File: src/rtl/mem_port_arbiter.sv
// Single-port scheduler for the register memory. Serialises programmer writes,
// CPU accesses and debug reads. Locks the CPU out during programming and
// pulses a restart once programming has ended. Debug reads cannot be starved.
module mem_port_arbiter #(
    parameter int unsigned REGISTER_WIDTH          = 4,
    parameter int unsigned MEMORY_ADDRESS_WIDTH    = 4,
    parameter int unsigned STARVE_LIMIT            = 4,
    parameter int unsigned STARVE_COUNTER_BITWIDTH = 3
) (
    input  logic                            clk_i,
    input  logic                            reset_i,
    input  logic                            prog_mode_i,
    input  logic                            prog_req_i,
    input  logic [MEMORY_ADDRESS_WIDTH-1:0] prog_addr_i,
    input  logic [REGISTER_WIDTH-1:0]       prog_wdata_i,
    output logic                            prog_gnt_o,
    output logic                            prog_err_o,
    input  logic                            cpu_req_i,
    input  logic                            cpu_we_i,
    input  logic [MEMORY_ADDRESS_WIDTH-1:0] cpu_addr_i,
    input  logic [REGISTER_WIDTH-1:0]       cpu_wdata_i,
    output logic                            cpu_gnt_o,
    output logic                            cpu_rvalid_o,
    output logic [REGISTER_WIDTH-1:0]       cpu_rdata_o,
    output logic                            cpu_hold_o,
    output logic                            cpu_restart_o,
    input  logic                            dbg_req_i,
    input  logic [MEMORY_ADDRESS_WIDTH-1:0] dbg_addr_i,
    output logic                            dbg_gnt_o,
    output logic                            dbg_rvalid_o,
    output logic [REGISTER_WIDTH-1:0]       dbg_rdata_o,
    output logic [MEMORY_ADDRESS_WIDTH-1:0] mem_addr_o,
    output logic [REGISTER_WIDTH-1:0]       mem_wdata_o,
    output logic                            mem_we_o,
    input  logic [REGISTER_WIDTH-1:0]       mem_rdata_i
);

    typedef enum logic {StIdle, StAccess} state_e;
    typedef enum logic [1:0] {OwnProg, OwnCpu, OwnDbg} owner_e;

    localparam logic [STARVE_COUNTER_BITWIDTH-1:0] StarveMax =
        STARVE_COUNTER_BITWIDTH'(STARVE_LIMIT);
    localparam logic [STARVE_COUNTER_BITWIDTH-1:0] StarveOne =
        STARVE_COUNTER_BITWIDTH'(1);

    state_e                            state_q, state_d;
    owner_e                            owner_q, owner_d;
    logic [MEMORY_ADDRESS_WIDTH-1:0]   addr_q, addr_d;
    logic [REGISTER_WIDTH-1:0]         wdata_q, wdata_d;
    logic                              we_q, we_d;
    logic [STARVE_COUNTER_BITWIDTH-1:0] starve_q, starve_d;
    logic                              hold_q, hold_d;
    logic                              drain_q, drain_d;
    logic                              restart_q, restart_d;
    logic                              err_q, err_d;
    logic                              cpu_rvalid_q, cpu_rvalid_d;
    logic                              dbg_rvalid_q, dbg_rvalid_d;
    logic [REGISTER_WIDTH-1:0]         cpu_rdata_q, cpu_rdata_d;
    logic [REGISTER_WIDTH-1:0]         dbg_rdata_q, dbg_rdata_d;

    logic prog_elig, cpu_elig, dbg_elig, dbg_force, grant;
    logic access;

    assign prog_elig = prog_req_i && prog_mode_i;
    assign cpu_elig  = cpu_req_i && !hold_q;
    assign dbg_elig  = dbg_req_i;
    assign dbg_force = dbg_elig && (starve_q == StarveMax);

    // Next-state: arbitration, access completion, starvation and CPU lock.
    always_comb begin
        state_d      = state_q;
        owner_d      = owner_q;
        addr_d       = addr_q;
        wdata_d      = wdata_q;
        we_d         = we_q;
        starve_d     = starve_q;
        hold_d       = hold_q;
        drain_d      = drain_q;
        restart_d    = 1'b0;
        err_d        = err_q | (prog_req_i & ~prog_mode_i);
        cpu_rvalid_d = 1'b0;
        dbg_rvalid_d = 1'b0;
        cpu_rdata_d  = cpu_rdata_q;
        dbg_rdata_d  = dbg_rdata_q;
        grant        = 1'b0;

        case (state_q)
            StIdle: begin
                if (prog_elig || cpu_elig || dbg_elig) begin
                    state_d = StAccess;
                    grant   = 1'b1;
                    if (dbg_force) begin
                        owner_d = OwnDbg;
                        addr_d  = dbg_addr_i;
                        we_d    = 1'b0;
                    end else if (prog_elig) begin
                        owner_d = OwnProg;
                        addr_d  = prog_addr_i;
                        wdata_d = prog_wdata_i;
                        we_d    = 1'b1;
                    end else if (cpu_elig) begin
                        owner_d = OwnCpu;
                        addr_d  = cpu_addr_i;
                        wdata_d = cpu_wdata_i;
                        we_d    = cpu_we_i;
                    end else begin
                        owner_d = OwnDbg;
                        addr_d  = dbg_addr_i;
                        we_d    = 1'b0;
                    end
                end
            end
            StAccess: begin
                state_d = StIdle;
                if (!we_q) begin
                    if (owner_q == OwnCpu) begin
                        cpu_rvalid_d = 1'b1;
                        cpu_rdata_d  = mem_rdata_i;
                    end else if (owner_q == OwnDbg) begin
                        dbg_rvalid_d = 1'b1;
                        dbg_rdata_d  = mem_rdata_i;
                    end
                end
            end
            default: state_d = StIdle;
        endcase

        // Counts grants that debug lost while it was waiting.
        if (!dbg_req_i) begin
            starve_d = '0;
        end else if (grant) begin
            if (owner_d == OwnDbg) begin
                starve_d = '0;
            end else if (starve_q != StarveMax) begin
                starve_d = starve_q + StarveOne;
            end
        end

        // Lock stays up until the arbiter is idle, then restart and release together.
        if (prog_mode_i) begin
            hold_d  = 1'b1;
            drain_d = 1'b0;
        end else if (hold_q || drain_q) begin
            if (state_d == StIdle) begin
                hold_d    = 1'b0;
                drain_d   = 1'b0;
                restart_d = 1'b1;
            end else begin
                hold_d  = 1'b1;
                drain_d = 1'b1;
            end
        end
    end

    // State register with synchronous active-low reset.
    always_ff @(posedge clk_i) begin
        if (!reset_i) begin
            state_q      <= StIdle;
            owner_q      <= OwnProg;
            addr_q       <= '0;
            wdata_q      <= '0;
            we_q         <= 1'b0;
            starve_q     <= '0;
            hold_q       <= 1'b0;
            drain_q      <= 1'b0;
            restart_q    <= 1'b0;
            err_q        <= 1'b0;
            cpu_rvalid_q <= 1'b0;
            dbg_rvalid_q <= 1'b0;
            cpu_rdata_q  <= '0;
            dbg_rdata_q  <= '0;
        end else begin
            state_q      <= state_d;
            owner_q      <= owner_d;
            addr_q       <= addr_d;
            wdata_q      <= wdata_d;
            we_q         <= we_d;
            starve_q     <= starve_d;
            hold_q       <= hold_d;
            drain_q      <= drain_d;
            restart_q    <= restart_d;
            err_q        <= err_d;
            cpu_rvalid_q <= cpu_rvalid_d;
            dbg_rvalid_q <= dbg_rvalid_d;
            cpu_rdata_q  <= cpu_rdata_d;
            dbg_rdata_q  <= dbg_rdata_d;
        end
    end

    // Reset asserted during an access suppresses its grant and write.
    assign access        = (state_q == StAccess) && reset_i;
    assign prog_gnt_o    = access && (owner_q == OwnProg);
    assign cpu_gnt_o     = access && (owner_q == OwnCpu);
    assign dbg_gnt_o     = access && (owner_q == OwnDbg);
    assign mem_we_o      = access && we_q;
    assign mem_addr_o    = addr_q;
    assign mem_wdata_o   = wdata_q;
    assign prog_err_o    = err_q;
    assign cpu_hold_o    = hold_q;
    assign cpu_restart_o = restart_q;
    assign cpu_rvalid_o  = cpu_rvalid_q;
    assign cpu_rdata_o   = cpu_rdata_q;
    assign dbg_rvalid_o  = dbg_rvalid_q;
    assign dbg_rdata_o   = dbg_rdata_q;

endmodule

File: config.mk
export PLATFORM = sky130hd
export DESIGN_NAME = mem_port_arbiter
export DESIGN_NICKNAME = d
export VERILOG_FILES = /design/src/rtl/mem_port_arbiter.sv
export SDC_FILE = /design/constraint.sdc
export NUM_CORES = 1
export LEC_CHECK = 0
export ABC_AREA = 1
export CORE_MARGIN = 1.5
export CORE_UTILIZATION = 45
export DETAILED_ROUTE_END_ITERATION = 8
export MAX_ROUTING_LAYER = met4
export PLACE_DENSITY = 0.84
export SETUP_SLACK_MARGIN = 0.5
export SYNTH_ARGS = -nofsm -noshare
export SYNTH_HDL_FRONTEND = slang
export SYNTH_SLANG_ARGS = --single-unit
File: constraint.sdc
create_clock -name clk_i -period 3.35 [get_ports clk_i]
set_input_delay 0.67 -clock clk_i [delete_from_list [all_inputs] [get_ports clk_i]]
set_output_delay 0.67 -clock clk_i [all_outputs]
set_load 0.1 [all_outputs]
Word-level counts from Yosys, hierarchy flattened
Index checks and enable logic that the tools add are counted.
{"block": "totals", "input_bits": 31, "n_memories": 0, "register_bits": 29, "rom_bits": 0, "latch_bits": 0, "mem_bits_rw": 0, "wordCells": 79}
{"block": "op_classes", "eq_ne": 5, "n_mux": 24, "n_shift": 0, "n_addsub": 1, "div_mod_pow": 0, "n_lt_le_gt_ge": 0, "multipliers": 0, "bitwise": 9, "reduce_logical": 26}
{"cell": "two-way mux 4 bit", "count": 5}
{"cell": "two-way mux 1 bit", "count": 11}
{"cell": "two-way mux 2 bit", "count": 5}
{"cell": "logical AND 1 bit", "count": 8}
{"cell": "AND reduction 4 bit", "count": 2}
{"cell": "inverter 1 bit", "count": 7}
{"cell": "two-way mux 3 bit", "count": 2}
{"cell": "AND reduction 2 bit", "count": 3}
{"cell": "nonzero test 2 bit", "count": 3}
{"cell": "OR reduction 3 bit", "count": 2}
{"cell": "== test 2 bit (second input constant)", "count": 2}
{"cell": "OR reduction 4 bit", "count": 1}
{"cell": "adder 3 x 1 -> 3 bit (second input constant)", "count": 1}
{"cell": "== test 3 bit (second input constant)", "count": 1}
{"cell": "logical OR 1 bit", "count": 3}
{"cell": "inequality test 3 bit (second input constant)", "count": 1}
{"cell": "AND reduction 3 bit", "count": 1}
{"cell": "== test 2 x 1 -> 1 bit (second input constant)", "count": 1}
{"cell": "zero test 2 bit", "count": 1}
{"cell": "one-hot mux 1 bit (2 select lines)", "count": 1}
{"cell": "OR reduction 2 bit", "count": 1}
{"cell": "AND 1 bit", "count": 1}
{"cell": "zero test 1 bit", "count": 1}
{"cell": "bitwise OR 1 bit", "count": 1}

Depth between registers and ports, before layout
Gate-level depths: netlist of the first run.
{"block": "depth", "word_depth": 10, "ltp_mapped": 12, "mapped_depth_nobuf": 12}

Worst setup path before layout of the first run
OpenSTA, ideal clock, no wires.
{"block": "synth_timing", "path_kind": "input to output", "startpoint": "in reset_i", "endpoint": "out prog_gnt_o", "arrival_ps": 3078, "path_stages": 3, "n_path_buf": 1, "slack_ps": -398, "path_cell_list": "clkbuf_1 > nand2_1 > nor3_1"}
{"block": "synth_between", "elab_chain_len": 2}
{"element": "from (decl)", "line_no": "11", "source": "input logic reset_i,"}
{"element": "logical AND 1 bit", "line_no": "191", "source": "assign access = (state_q == StAccess) && reset_i;"}
{"element": "logical AND 1 bit", "line_no": "192", "source": "assign prog_gnt_o = access && (owner_q == OwnProg);"}
{"element": "to (decl)", "line_no": "16", "source": "output logic prog_gnt_o,"}
No other way between the ends.

Worst setup path after layout of the first run
{"block": "layout_timing", "startpoint": "reg wdata_q[0], in the netlist mem_wdata_o[0]", "endpoint": "out mem_wdata_o[0]"}
{"element": "from (decl)", "line_no": "49", "source": "logic [REGISTER_WIDTH-1:0] wdata_q, wdata_d;"}
{"element": "from (signal assigned)", "line_no": "176", "source": "wdata_q <= wdata_d;"}
{"element": "to (decl)", "line_no": "33", "source": "output logic [REGISTER_WIDTH-1:0] mem_wdata_o,"}
No word-level cell between the ends.

==> qor.yml, run 1 <==
status: "completed"
antenna_found_initial: 0
fin_area_um2: 2000
ioPinCount: 56
clock_latency_ns: 0.33
cts_buffers: 5
row_count: 19
vias: 1356
ctsLongestPathBuffers: 2
skew_ns: 0.00605
grt_setup_unrepaired: "false"
cts-root-buf: "clkbuf_4"
fin_crit_sh_pct: 74.3
avgSynthCellArea_um2: 7.36
synth_fa_ha_area_share_pct: 1.87
ant_nets: 0
post-route-drc-count: 0
drt_first_pass_iters: 4
ys_warn_count: 0
yosysUniqueCellTypes: 23
hold_path.class: "register to register"
slew_viol_final: 0
cts_setup_buffers: 0
area_growth_pct: 49.2
synth_top_family_by_area: "simple AND/OR/NAND/NOR gates"
synth_area_um2: 1340
cts_sinks: 29
port_buffers: 55
hold_buffers: 0
p_per_area_nw_per_um2: 462
post_drt_wl_per_cell_um: 11.5
synth_top_area_cell: "dfxtp_1"
cts_tree: "done"
holdWs_ns: 0.494
initial_utilization_pct: 48.2
core_area_um2: 2780
grt.overflow.total: 0
crit_fanout: 2
max_freq_mhz: 402
drt_iter0_drc: 42
cp.required_ns: 2.68
groute.usage.overall_pct: 21.8
tightest_slew_ns: 0.986
synth_xor_area_share_pct: 0.654
drt-vias-per-instance: 4.93
slew_headroom_pct: 34.1
gp_congestion: 0.870
syn-num-nets: 215
grt_pass1_vias: 1263
drive_gt1_share_pct: 15.6
ys_top_cells_by_area: "dfxtp_1, nor2_1, nand2_1, o21ai_0, inv_1"
cp_slowest_cell: "clkdlybuf4s50_1"
synthSimpleGateAreaFrac_pct: 29.4
cp.buffers_inverters: 1
grt_pass1_wl_um: 5380
synth-seq-cells: 29
cp_cell_sequence: "clkdlybuf4s50_1"
ctsResizeCount: 0
layout.nets: 276
diodes: 0
worst_path_dominant_cell_family: "buffers and inverters"
nFillCells: 226
leakagePower_uw: 0.000909
synth_mux_area_share_pct: 0
die_area_um2: 3310
grt_max_degree: 21
min_period_ns: 2.49
fin_tns_setup_ns: 0
crit_path_end_kind: "output port"
setup_violations: 0
placed_area_um2: 1940
synth_top_area_share_pct: 43.3
startpoint_type: "register"
synth-compound-area-share_pct: 16.7
hold_viol_final: 0
wl_um: 3170
h-tree-depth: 2
drv_cap: 0
critical_path.max_stage_delay_ns: 1.14
die_h_um: 57.6
yosysSeqAreaShare_pct: 43.3
final_core_util_pct: 71.9
hpwl_um: 2390
peakVddDrop_v: 0.000432
clkTransAtPathRegs_ns: 0.10
critical_path_class: "register to output port"
die_w_um: 57.6
syn_inst: 182
crit_arrival_ns: 1.82
## cell usage after synthesis
| cell | n |
|---|---|
| inv_4 | 1 |
| nand3_2 | 1 |
| nand3_1 | 6 |
| nor3_1 | 4 |
| ha_1 | 2 |
| nor2_1 | 39 |
| nor2_4 | 2 |
| a211oi_1 | 4 |
| nand2_1 | 27 |
| nand2_2 | 2 |
| o21ai_0 | 19 |
| nand2_4 | 4 |
| clkinv_1 | 1 |
| inv_1 | 24 |
| clkbuf_1 | 2 |
| a21boi_0 | 1 |
| xor2_1 | 1 |
| a21oi_4 | 2 |
| o41ai_1 | 1 |
| a31oi_1 | 4 |
| or2_0 | 1 |
| dfxtp_1 | 29 |
| a21oi_1 | 5 |
## path summary, 6_finish.rpt
kind / cells past startpoint / slack (ns) / to / startpoint
setup / recovery: 1 / 0.86 / mem_wdata_o[0] / mem_wdata_o[0]
hold / removal: 2 / 0.49 / prog_err_o / prog_err_o
setup reg to reg: 9 / 1.73 / starve_q[1] / starve_q[0]
hold reg to reg: 2 / 0.49 / prog_err_o / prog_err_o
## stage by stage
step	instances	worst slack, ns	power (uW)
after floorplan	182	0.349	626
after global placement	267	0.961	719
after detailed placement	267	0.943	721
after CTS	275	0.850	928
after global routing	275	0.809	965
final	275	0.861	924
## flip-flops by register name, summed over array words and instances (netlist names), 2 cells and up
name,cells
mem_addr_o,4
mem_wdata_o,4
starve_q,3
dbg_rdata_o,4
owner_q,2
cpu_rdata_o,4
## where the power goes
part	internal [uW]	switching (uW)
Combinational	99.2	231
Sequential	370	15.6
Clock	78.9	130
Total	548	376
## routing by layer
metal,wire [um],share of wire (%),track usage (%)
met5,0,0,-
met4,32,1.0,11.0
met3,146,4.6,5.44
met2,1510,48,33.6
met1,1480,47,26.3
## cells by family after synthesis
logic type	Yosys count
buf+inv	28
xor+xnor	1
compound gates	36
simple gates	86
fa+ha+maj	2
flops	29
## cell type report
cell class	count	area, um2	area share, %
inverters	26	100	5.01
flip-flops and latches	29	581	29.0
clock buffers	5	37.5	1.88
multi-input cells	125	657	32.9
repair buffers	56	568	28.4
well taps	31	38.8	1.94
clock inverters	3	17.5	0.876
## placed cells by master (no fill, tap or decap), drive strengths merged
| cell | count |
|---|---|
| ha | 2 |
| dfxtp | 29 |
| buf | 17 |
| o21ai | 19 |
| o41ai | 1 |
| nor3 | 4 |
| clkinv | 3 |
| inv | 25 |
| nor2 | 41 |
| a211oi | 4 |
| a21boi | 1 |
| xor2 | 1 |
| or2 | 1 |
| clkbuf | 5 |
| clkinvlp | 1 |
| a21oi | 7 |
| nand3 | 7 |
| clkdlybuf4s50 | 39 |
| a31oi | 4 |
| nand2 | 33 |
(Power assumes the default switching activity.)
==> run 2, diff against run 1 <==
Settings changed: CORE_UTILIZATION 45 to 38, PLACE_DENSITY 0.84 to 0.75.
Clock period 3.35 ns to 2.2 ns, I/O delays scaled along.
==> qor.yml, run 2 (same netlist as run 1, synthesis figures left out) <==
status: "completed"
cp.required_ns: 1.76  # -0.92 ns
fin_crit_sh_pct: 75.2
drt_iter0_drc: 39  # -7.1%
clkTransAtPathRegs_ns: 0.09  # about the same
ioPinCount: 56  # unchanged
drt-vias-per-instance: 4.56  # -7.6%
cp_slowest_cell: "dlygate4sd2_1"
peakVddDrop_v: 0.000424  # -1.8%
vias: 1344  # -0.88%
drt_first_pass_iters: 4  # unchanged
p_sw_share_pct: 35.1  # -5.6 points
hpwl_um: 2400  # +0.72%
clock_power_share_pct: 33.0  # +10 points
nFillCells: 317  # +40%
layout.nets: 281  # +1.8%
combPwrFrac_pct: 31.5  # -4.2 points
groute.usage.overall_pct: 19.3  # -2.5 points
core_area_um2: 3360  # +21%
slew_headroom_pct: 81.8  # +48 points
drv_cap: 0  # unchanged
layout_common_cells: "nor2_1, clkdlybuf4s50_1, nand2_1, dfxtp_1, buf_4"
cts_buffers: 5  # unchanged
cts_tree: "done"
ctsLongestPathBuffers: 2  # unchanged
critical_path.max_stage_delay_ns: 0.27  # -0.87 ns
crit_arrival_ns: 1.21  # -0.61 ns
top_layer: "met4"
skew_ns: 0.00431  # -0.00173 ns
post_drt_wl_per_cell_um: 10.9  # -5.8%
seq_power_share_pct: 35.6  # -6.1 points
antenna_found_initial: 0  # unchanged
holdWs_ns: 0.435  # -0.0594 ns
hold_path.class: "input port to register"
placed_area_um2: 1990  # +2.5%
max_freq_mhz: 605
clock_latency_ns: 0.33  # about the same
row_count: 21  # +2
routed-wl-met2_um: 1520  # +0.33%
critical_path_class: "input port to output port"
leakagePower_uw: 0.000995  # +9.5%
tightest_slew_ns: 0.269  # -0.717 ns
initial_utilization_pct: 39.8  # -8.3 points
fin_area_um2: 2150  # +7.4%
fin_tns_setup_ns: 0  # unchanged
hold_buffers: 0  # unchanged
crit_fanout: 6  # +4
gp_congestion: 0.858  # -1.3%
die_w_um: 62.4  # +8.4%
port_buffers: 55  # unchanged
slew_viol_final: 0  # unchanged
grt_max_degree: 21  # unchanged
grt.overflow.total: 0  # unchanged
wl_met1_um: 1490  # +0.54%
numPlacedInstances: 284  # +6.4%
diodes: 0  # unchanged
grt_pass1_vias: 1298  # +2.8%
post-route-drc-count: 0  # unchanged
layout.cells.non_filler: 295  # +7.3%
cts-root-buf: "clkbuf_4"
ant_nets: 0  # unchanged
area_growth_pct: 60.2
wl_um: 3210  # +1.0%
p_per_area_nw_per_um2: 773  # +67%
die_area_um2: 3890  # +17%
grt_pass1_wl_um: 5860  # +9.0%
intPower_uw: 1080  # +97%
drive_gt1_share_pct: 27.3  # +12 points
die_h_um: 62.4  # +8.4%
cts_sinks: 29  # unchanged
p_sw_uw: 582  # +55%
startpoint_type: "input port"
cp_cell_sequence: "dlygate4sd2_1, nand2_4, nor3_4, buf_12"
h-tree-depth: 2  # unchanged
layout_commonest_cell: "nor2_1"
crit_path_end_kind: "output port"
wl_met3_um: 178  # +22%
setup_violations: 0  # unchanged
hold_viol_final: 0  # unchanged
r2r_slack_ns: 0.69  # -1.04 ns
grt_setup_unrepaired: "true"
min_period_ns: 1.65
[run 2: per-stage QoR]
stage	total power (uW)	worst slack, ns	util, %
after floorplan	962	0.236	-
after global placement	1110	0.0978	59.3
after detailed placement	1110	0.0574	59.3
after CTS	1660	0.490	62.7
after global routing	1740	0.481	63.8
final	1660	0.546	63.8
[run 2: timing repair]
| action | in CTS | in global routing |
|---|---|---|
| buffers inserted | 1 | 2 |
| resized for setup | 5 | 12 |
| endpoints found under the setup margin | 7 | 11 |
| pin swaps | 0 | 1 |
[run 2: worst paths after layout]
path,start,endpoint,cells after the start
worst max register to register,starve_q[1],starve_q[1],11
worst min register to register,prog_err_o,prog_err_o,2
worst max-delay path,reset_i,prog_gnt_o,4
worst min-delay path,prog_mode_i,drain_q,2
[run 2: worst max-delay path: cells and delay by family]
kind	cells	cell delay, ns
buffers and inverters	2	0.47
and+or+nand+nor	2	0.29
[run 2: metal layers]
layer / vias up / GRT usage [%]
met5: - / -
met4: 0 / 5.83
met3: 3 / 5.41
met2: 41 / 29.2
met1: 586 / 25.3
li1: 714 / -
[run 2: power groups by stage]
stage               logic, uW  registers, uW  clock network (uW)
finish                    522            591                 547
global route              559            596                 587
CTS                       514            591                 552
detailed placement        509            603                   0
global placement          505            603                   0
floorplan                 169            793                   0
[run 2: layout make-up]
class                           count  area (um2)  share of cell area [%]
Clock buffer                        5        37.5                    1.75
Inverter                           26         101                    4.72
Multi-Input combinational cell    125         703                    32.8
Timing Repair Buffer               61         592                    27.6
Clock inverter                      3        65.1                    3.03
Tap cell                           46        57.6                    2.68
Sequential cell                    29         591                    27.5
